**config.mk**
```make
export PLATFORM = sky130hd
export DESIGN_NAME = prog_load_ctrl
export DESIGN_NICKNAME = d
export VERILOG_FILES = /design/src/rtl/prog_load_ctrl.sv
export SDC_FILE = /design/constraint.sdc
export NUM_CORES = 1
export LEC_CHECK = 0
export CAP_MARGIN = 20
export CORE_MARGIN = 8
export CORE_UTILIZATION = 30
export DETAILED_ROUTE_END_ITERATION = 10
export PLACE_DENSITY_LB_ADDON = 0.08
export RECOVER_POWER = 100
export SYNTH_ARGS = -nofsm -noshare
export SYNTH_HDL_FRONTEND = slang
export SYNTH_SLANG_ARGS = --single-unit
```
**constraint.sdc**
```tcl
create_clock -name clk -period 4.6 [get_ports clk]
set_input_delay 0.46 -clock clk [delete_from_list [all_inputs] [get_ports clk]]
set_output_delay 0.46 -clock clk [all_outputs]
set_load 0.05 [all_outputs]
```
**src/rtl/prog_load_ctrl.sv**
```systemverilog
// Boot/run controller: loads a framed opcode stream (length, opcodes, checksum) into
// instruction RAM, then releases the accumulator core to run, halt or single-step.
module prog_load_ctrl #(
  parameter int ADDR_W  = 8,
  parameter int DATA_W  = 8,
  parameter int TIMEOUT = 1024,
  parameter int CNT_W   = 16
) (
  input  logic              clk,
  input  logic              rst,
  input  logic              load_start,
  input  logic              in_valid,
  input  logic [DATA_W-1:0] in_data,
  output logic              in_ready,
  input  logic              step_mode,
  input  logic              halt_req,
  input  logic              step_req,
  input  logic              resume_req,
  output logic              op_write,
  output logic [ADDR_W-1:0] op_addr,
  output logic [DATA_W-1:0] op_data,
  output logic              cpu_rst,
  output logic              cpu_ce,
  output logic [CNT_W-1:0]  run_cycles,
  output logic [2:0]        state,
  output logic [1:0]        err_code
);

  localparam int TMR_W = $clog2(TIMEOUT + 1);

  typedef enum logic [2:0] {
    S_IDLE = 3'd0,
    S_LEN  = 3'd1,
    S_DATA = 3'd2,
    S_CSUM = 3'd3,
    S_RUN  = 3'd4,
    S_HALT = 3'd5,
    S_ERR  = 3'd6
  } state_t;

  state_t              state_q, state_d;
  logic [ADDR_W-1:0]   len_q, len_d;
  logic [ADDR_W-1:0]   cnt_q, cnt_d;
  logic [DATA_W-1:0]   sum_q, sum_d;
  logic [TMR_W-1:0]    tmr_q, tmr_d;
  logic [1:0]          err_q, err_d;
  logic [CNT_W-1:0]    run_q, run_d;
  logic                op_write_q, op_write_d;
  logic [ADDR_W-1:0]   op_addr_q, op_addr_d;
  logic [DATA_W-1:0]   op_data_q, op_data_d;
  logic                in_ready_q, in_ready_d;
  logic                cpu_rst_q, cpu_rst_d;
  logic                cpu_ce_q, cpu_ce_d;

  logic                xfer;
  logic                loading;
  logic                step_go;
  logic [TMR_W-1:0]    tmr_inc;

  assign xfer    = in_valid && in_ready_q;
  assign loading = (state_q == S_LEN) || (state_q == S_DATA) || (state_q == S_CSUM);
  assign tmr_inc = tmr_q + 1'b1;

  always_comb begin
    state_d    = state_q;
    len_d      = len_q;
    cnt_d      = cnt_q;
    sum_d      = sum_q;
    tmr_d      = tmr_q;
    err_d      = err_q;
    run_d      = run_q;
    op_write_d = 1'b0;
    op_addr_d  = op_addr_q;
    op_data_d  = op_data_q;
    step_go    = 1'b0;

    // load_start outranks everything, including a byte offered on the same cycle
    if (load_start) begin
      state_d = S_LEN;
      err_d   = 2'd0;
      sum_d   = '0;
      cnt_d   = '0;
      tmr_d   = '0;
    end else begin
      unique case (state_q)
        S_LEN: begin
          if (xfer) begin
            len_d = in_data[ADDR_W-1:0];
            cnt_d = '0;
            if (in_data[ADDR_W-1:0] == '0) begin
              state_d = S_ERR;
              err_d   = 2'd1;
            end else begin
              state_d = S_DATA;
            end
          end
        end
        S_DATA: begin
          if (xfer) begin
            op_write_d = 1'b1;
            op_addr_d  = cnt_q;
            op_data_d  = in_data;
            sum_d      = sum_q + in_data;
            cnt_d      = cnt_q + 1'b1;
            if (cnt_q == len_q - 1'b1) state_d = S_CSUM;
          end
        end
        S_CSUM: begin
          if (xfer) begin
            if (in_data == sum_q) begin
              state_d = step_mode ? S_HALT : S_RUN;
            end else begin
              state_d = S_ERR;
              err_d   = 2'd2;
            end
          end
        end
        S_RUN: begin
          if (halt_req) state_d = S_HALT;
        end
        S_HALT: begin
          // cpu_ce_q high here means a step is already in flight
          if (resume_req)                 state_d = S_RUN;
          else if (step_req && !cpu_ce_q) step_go = 1'b1;
        end
        default: ;
      endcase

      if (loading) begin
        if (xfer) begin
          tmr_d = '0;
        end else if (tmr_inc == TMR_W'(TIMEOUT)) begin
          state_d = S_ERR;
          err_d   = 2'd3;
        end else begin
          tmr_d = tmr_inc;
        end
      end
    end

    if (load_start)                    run_d = '0;
    else if (cpu_ce_q && run_q != '1)  run_d = run_q + 1'b1;

    in_ready_d = (state_d == S_LEN) || (state_d == S_DATA) || (state_d == S_CSUM);
    cpu_rst_d  = (state_d == S_RUN) || (state_d == S_HALT);
    cpu_ce_d   = (state_d == S_RUN) || step_go;
  end

  always_ff @(posedge clk or negedge rst) begin
    if (!rst) begin
      state_q    <= S_IDLE;
      len_q      <= '0;
      cnt_q      <= '0;
      sum_q      <= '0;
      tmr_q      <= '0;
      err_q      <= 2'd0;
      run_q      <= '0;
      op_write_q <= 1'b0;
      op_addr_q  <= '0;
      op_data_q  <= '0;
      in_ready_q <= 1'b0;
      cpu_rst_q  <= 1'b0;
      cpu_ce_q   <= 1'b0;
    end else begin
      state_q    <= state_d;
      len_q      <= len_d;
      cnt_q      <= cnt_d;
      sum_q      <= sum_d;
      tmr_q      <= tmr_d;
      err_q      <= err_d;
      run_q      <= run_d;
      op_write_q <= op_write_d;
      op_addr_q  <= op_addr_d;
      op_data_q  <= op_data_d;
      in_ready_q <= in_ready_d;
      cpu_rst_q  <= cpu_rst_d;
      cpu_ce_q   <= cpu_ce_d;
    end
  end

  assign state      = state_q;
  assign err_code   = err_q;
  assign run_cycles = run_q;
  assign op_write   = op_write_q;
  assign op_addr    = op_addr_q;
  assign op_data    = op_data_q;
  assign in_ready   = in_ready_q;
  assign cpu_rst    = cpu_rst_q;
  assign cpu_ce     = cpu_ce_q;

endmodule

```
==> out/metrics.yaml <==
ctsResizeCount: 0
avgSynthCellArea_um2: 9.15
finalSetupViolations: 0
dpl_cell_area_mm2: 0.00503
grt_pass1_vias: 3572
ant_nets: 0
dr_total_vias: 3634
io_buffers: 56
timing.fmax_ghz: 0.346
row_count: 44
seq_area_mm2: 0.00190
drt-total-wl_um: 11400
cts_hold_buffers: 0
mostFrequentLayoutCells: "nand2_1 (77), dfrtp_1 (76), dlygate4sd3_1 (45)"
endpoint_kind: "register"
outcome: "complete, but fails checks"
crit_type: "register to register"
arrival_ps: 3110
synthXorXnorAreaFrac_pct: 6.85
clock_latency_ps: 340
crit_family: "simple AND/OR/NAND/NOR gates"
synth_top_area_share_pct: 43.9
synth_edf_count: 0
clock_path_buffers: 2
cap_violations: 1
drv_slew: 38
syn-num-nets: 503
dp.final_hpwl_um: 8070
firstDrtPassIters: 4
crit_path_top_delay_cell: "nor3_1"
grtUsageTotal_pct: 13.1
cp.required_ps: 4820
crit_chain: "ha_1 -> and4_1 -> and3_1 -> o2111ai_1 -> nor3_1 -> a21oi_1 -> and3_1"
synthAdderAreaFrac_pct: 4.22
fin_tns_setup_ps: 0
viasPerCell: 5.10
period_needed_ps: 2890
cts.clk_slew.worst_paths_ps: 60
grt_max_degree: 77
path_buf_inv: 0
rrSetupSlack_ps: 1710
grt_pass1_wl_um: 18900
fin_nets: 555
hold_path_class: "register to register"
async_flop_share_pct: 100
die_w_um: 136
start_kind: "register"
root_buffer: "clkbuf_16"
finalPower_mw: 2.31
wire_per_inst_um: 16.0
synth.area.top_cells: "dfrtp_1 (44%), nand2_1 (6.7%), ha_1 (3.8%), nor2_1 (3.6%), xnor2_1 (3.4%)"
clock-sinks: 76
synthToLayoutAreaGrowth_pct: 22.3
fin_skew_ps: 5.83
post-route-period-util_pct: 62.8
crit_fanout: 8
initial_core_util_pct: 30.2
antenna_found_initial: 0
boundaryPins: 57
ys_seq_elements: 76
core_region_area_mm2: 0.0143
postCtsSetupBuffers: 0
synthSimpleGateAreaFrac_pct: 24.5
final_common_cell: "nand2_1"
synth.distinct_cells: 62
design_area_mm2: 0.00529
synth_compound_area_share_pct: 14.7
seq_area_frac_synth_pct: 43.9
slew_headroom_pct: -42.1
syn_area_mm2: 0.00433
hold_viol_final: 0
synth_ff_type: "dfrtp_1"
rsz0062_at_grt: "false"
p_leak_nw: 2.41
antenna_cells: 0
fillerInstances: 1469
max_stage_delay_ps: 780
die_h_um: 136
cts_htree_levels: 3
synth_top_family_by_area: "simple AND/OR/NAND/NOR gates"
synth_top_area_cell: "dfrtp_1"
cp_common_cell: "and3_1"
drc: 0
worst_slew_pin_slew_ps: 2130
syn_inst: 473
cts_buffers: 9
vdd_ir_drop_max_mv: 0.234
drt_iter0_drc: 220
die-area_mm2: 0.0185
yosys_warnings: 0
grt_overflow: 0
final_layout_size_suffix_gt1_share_pct: 5.67
power.density_mw_per_mm2: 436
multi_input_area_mm2: 0.00222
failed_checks: "capacitance limit, slew limit"
cts_tree: "built"
globalplace.congestion: 0.748
synthMuxAreaShare_pct: 2.31
## synthesized netlist by cell type, types with 7 or more instances
cell type,number
a21oi_1,17
nor2_1,42
ha_1,13
nand4_1,13
nor3_1,17
nand2_1,77
o21ai_0,27
xnor2_1,17
xor2_1,15
inv_1,15
a31oi_1,7
nand3_1,25
mux2_2,8
dfrtp_1,76
and3_1,11
clkbuf_1,12
## flip-flops by register name, indices dropped and copies added (netlist names)
| name | flops |
|---|---|
| op_write | 1 |
| err_code | 2 |
| cpu_rst | 1 |
| tmr_q | 11 |
| cnt_q | 8 |
| op_addr | 8 |
| op_data | 8 |
| cpu_ce | 1 |
| len_q | 8 |
| sum_q | 8 |
| run_cycles | 16 |
| in_ready | 1 |
| state | 3 |
## cell families after synthesis
kind of cell | after synthesis
multiplexers | 9
flip-flops | 76
XOR/XNOR | 33
buffers and inverters | 34
AND/OR/NAND/NOR | 217
adder cells (fa/ha/maj) | 14
AO/OA/AOI/OAI | 90
## worst paths after layout
path / startpoint / end / cells after the start
worst max-delay path: tmr_q[0] / cpu_rst / 7
worst min-delay path: op_addr[0] / op_addr[0] / 2
worst max register to register: tmr_q[0] / cpu_rst / 7
worst min register to register: op_addr[0] / op_addr[0] / 2
max in group asynchronous: rst / cnt_q[4] / 1
min in group asynchronous: rst / op_data[5] / 1
## final cells by class
type / instances / area share, %
timing repair buffer: 60 / 11.3
inverter: 15 / 1.06
tap: 184 / 4.35
multi-input combinational: 363 / 42.0
clock buffer: 13 / 4.73
clock inverter: 2 / 0.662
sequential: 76 / 35.9
## worst min-delay path: cells and delay by family, from the launching register on
| family | cells | cell delay, ps |
|---|---|---|
| DFF | 1 | 340 |
| and+or+nand+nor | 2 | 100 |
## power breakdown
| group | leakage [nW] | switching [mW] | internal [mW] |
|---|---|---|---|
| Combinational | 1.24 | 0.469 | 0.265 |
| Sequential | 1.03 | 0.108 | 0.766 |
| Clock | 0.140 | 0.270 | 0.432 |
| Total | 2.41 | 0.848 | 1.46 |
## through the flow
stage	setup WS [ps]	hold slack [ps]	utilization [%]	cells
floorplan	2000	164	-	473
global placement	1720	462	35.2	696
detailed placement	1680	461	35.2	696
CTS	2030	332	37.2	711
global route	1480	493	37.0	713
finish	1710	469	37.0	713
## per-layer routing
metal	track usage (%)	vias to the layer above	wire [um]	part of all wire [%]
met3	3.84	12	493	4.3
li1	-	1797	-	-
met2	20.1	60	5370	47
met4	5.55	0	206	1.8
met1	16.7	1765	5340	47
met5	0	-	0	0
Power figures use the tool's default switching activity.
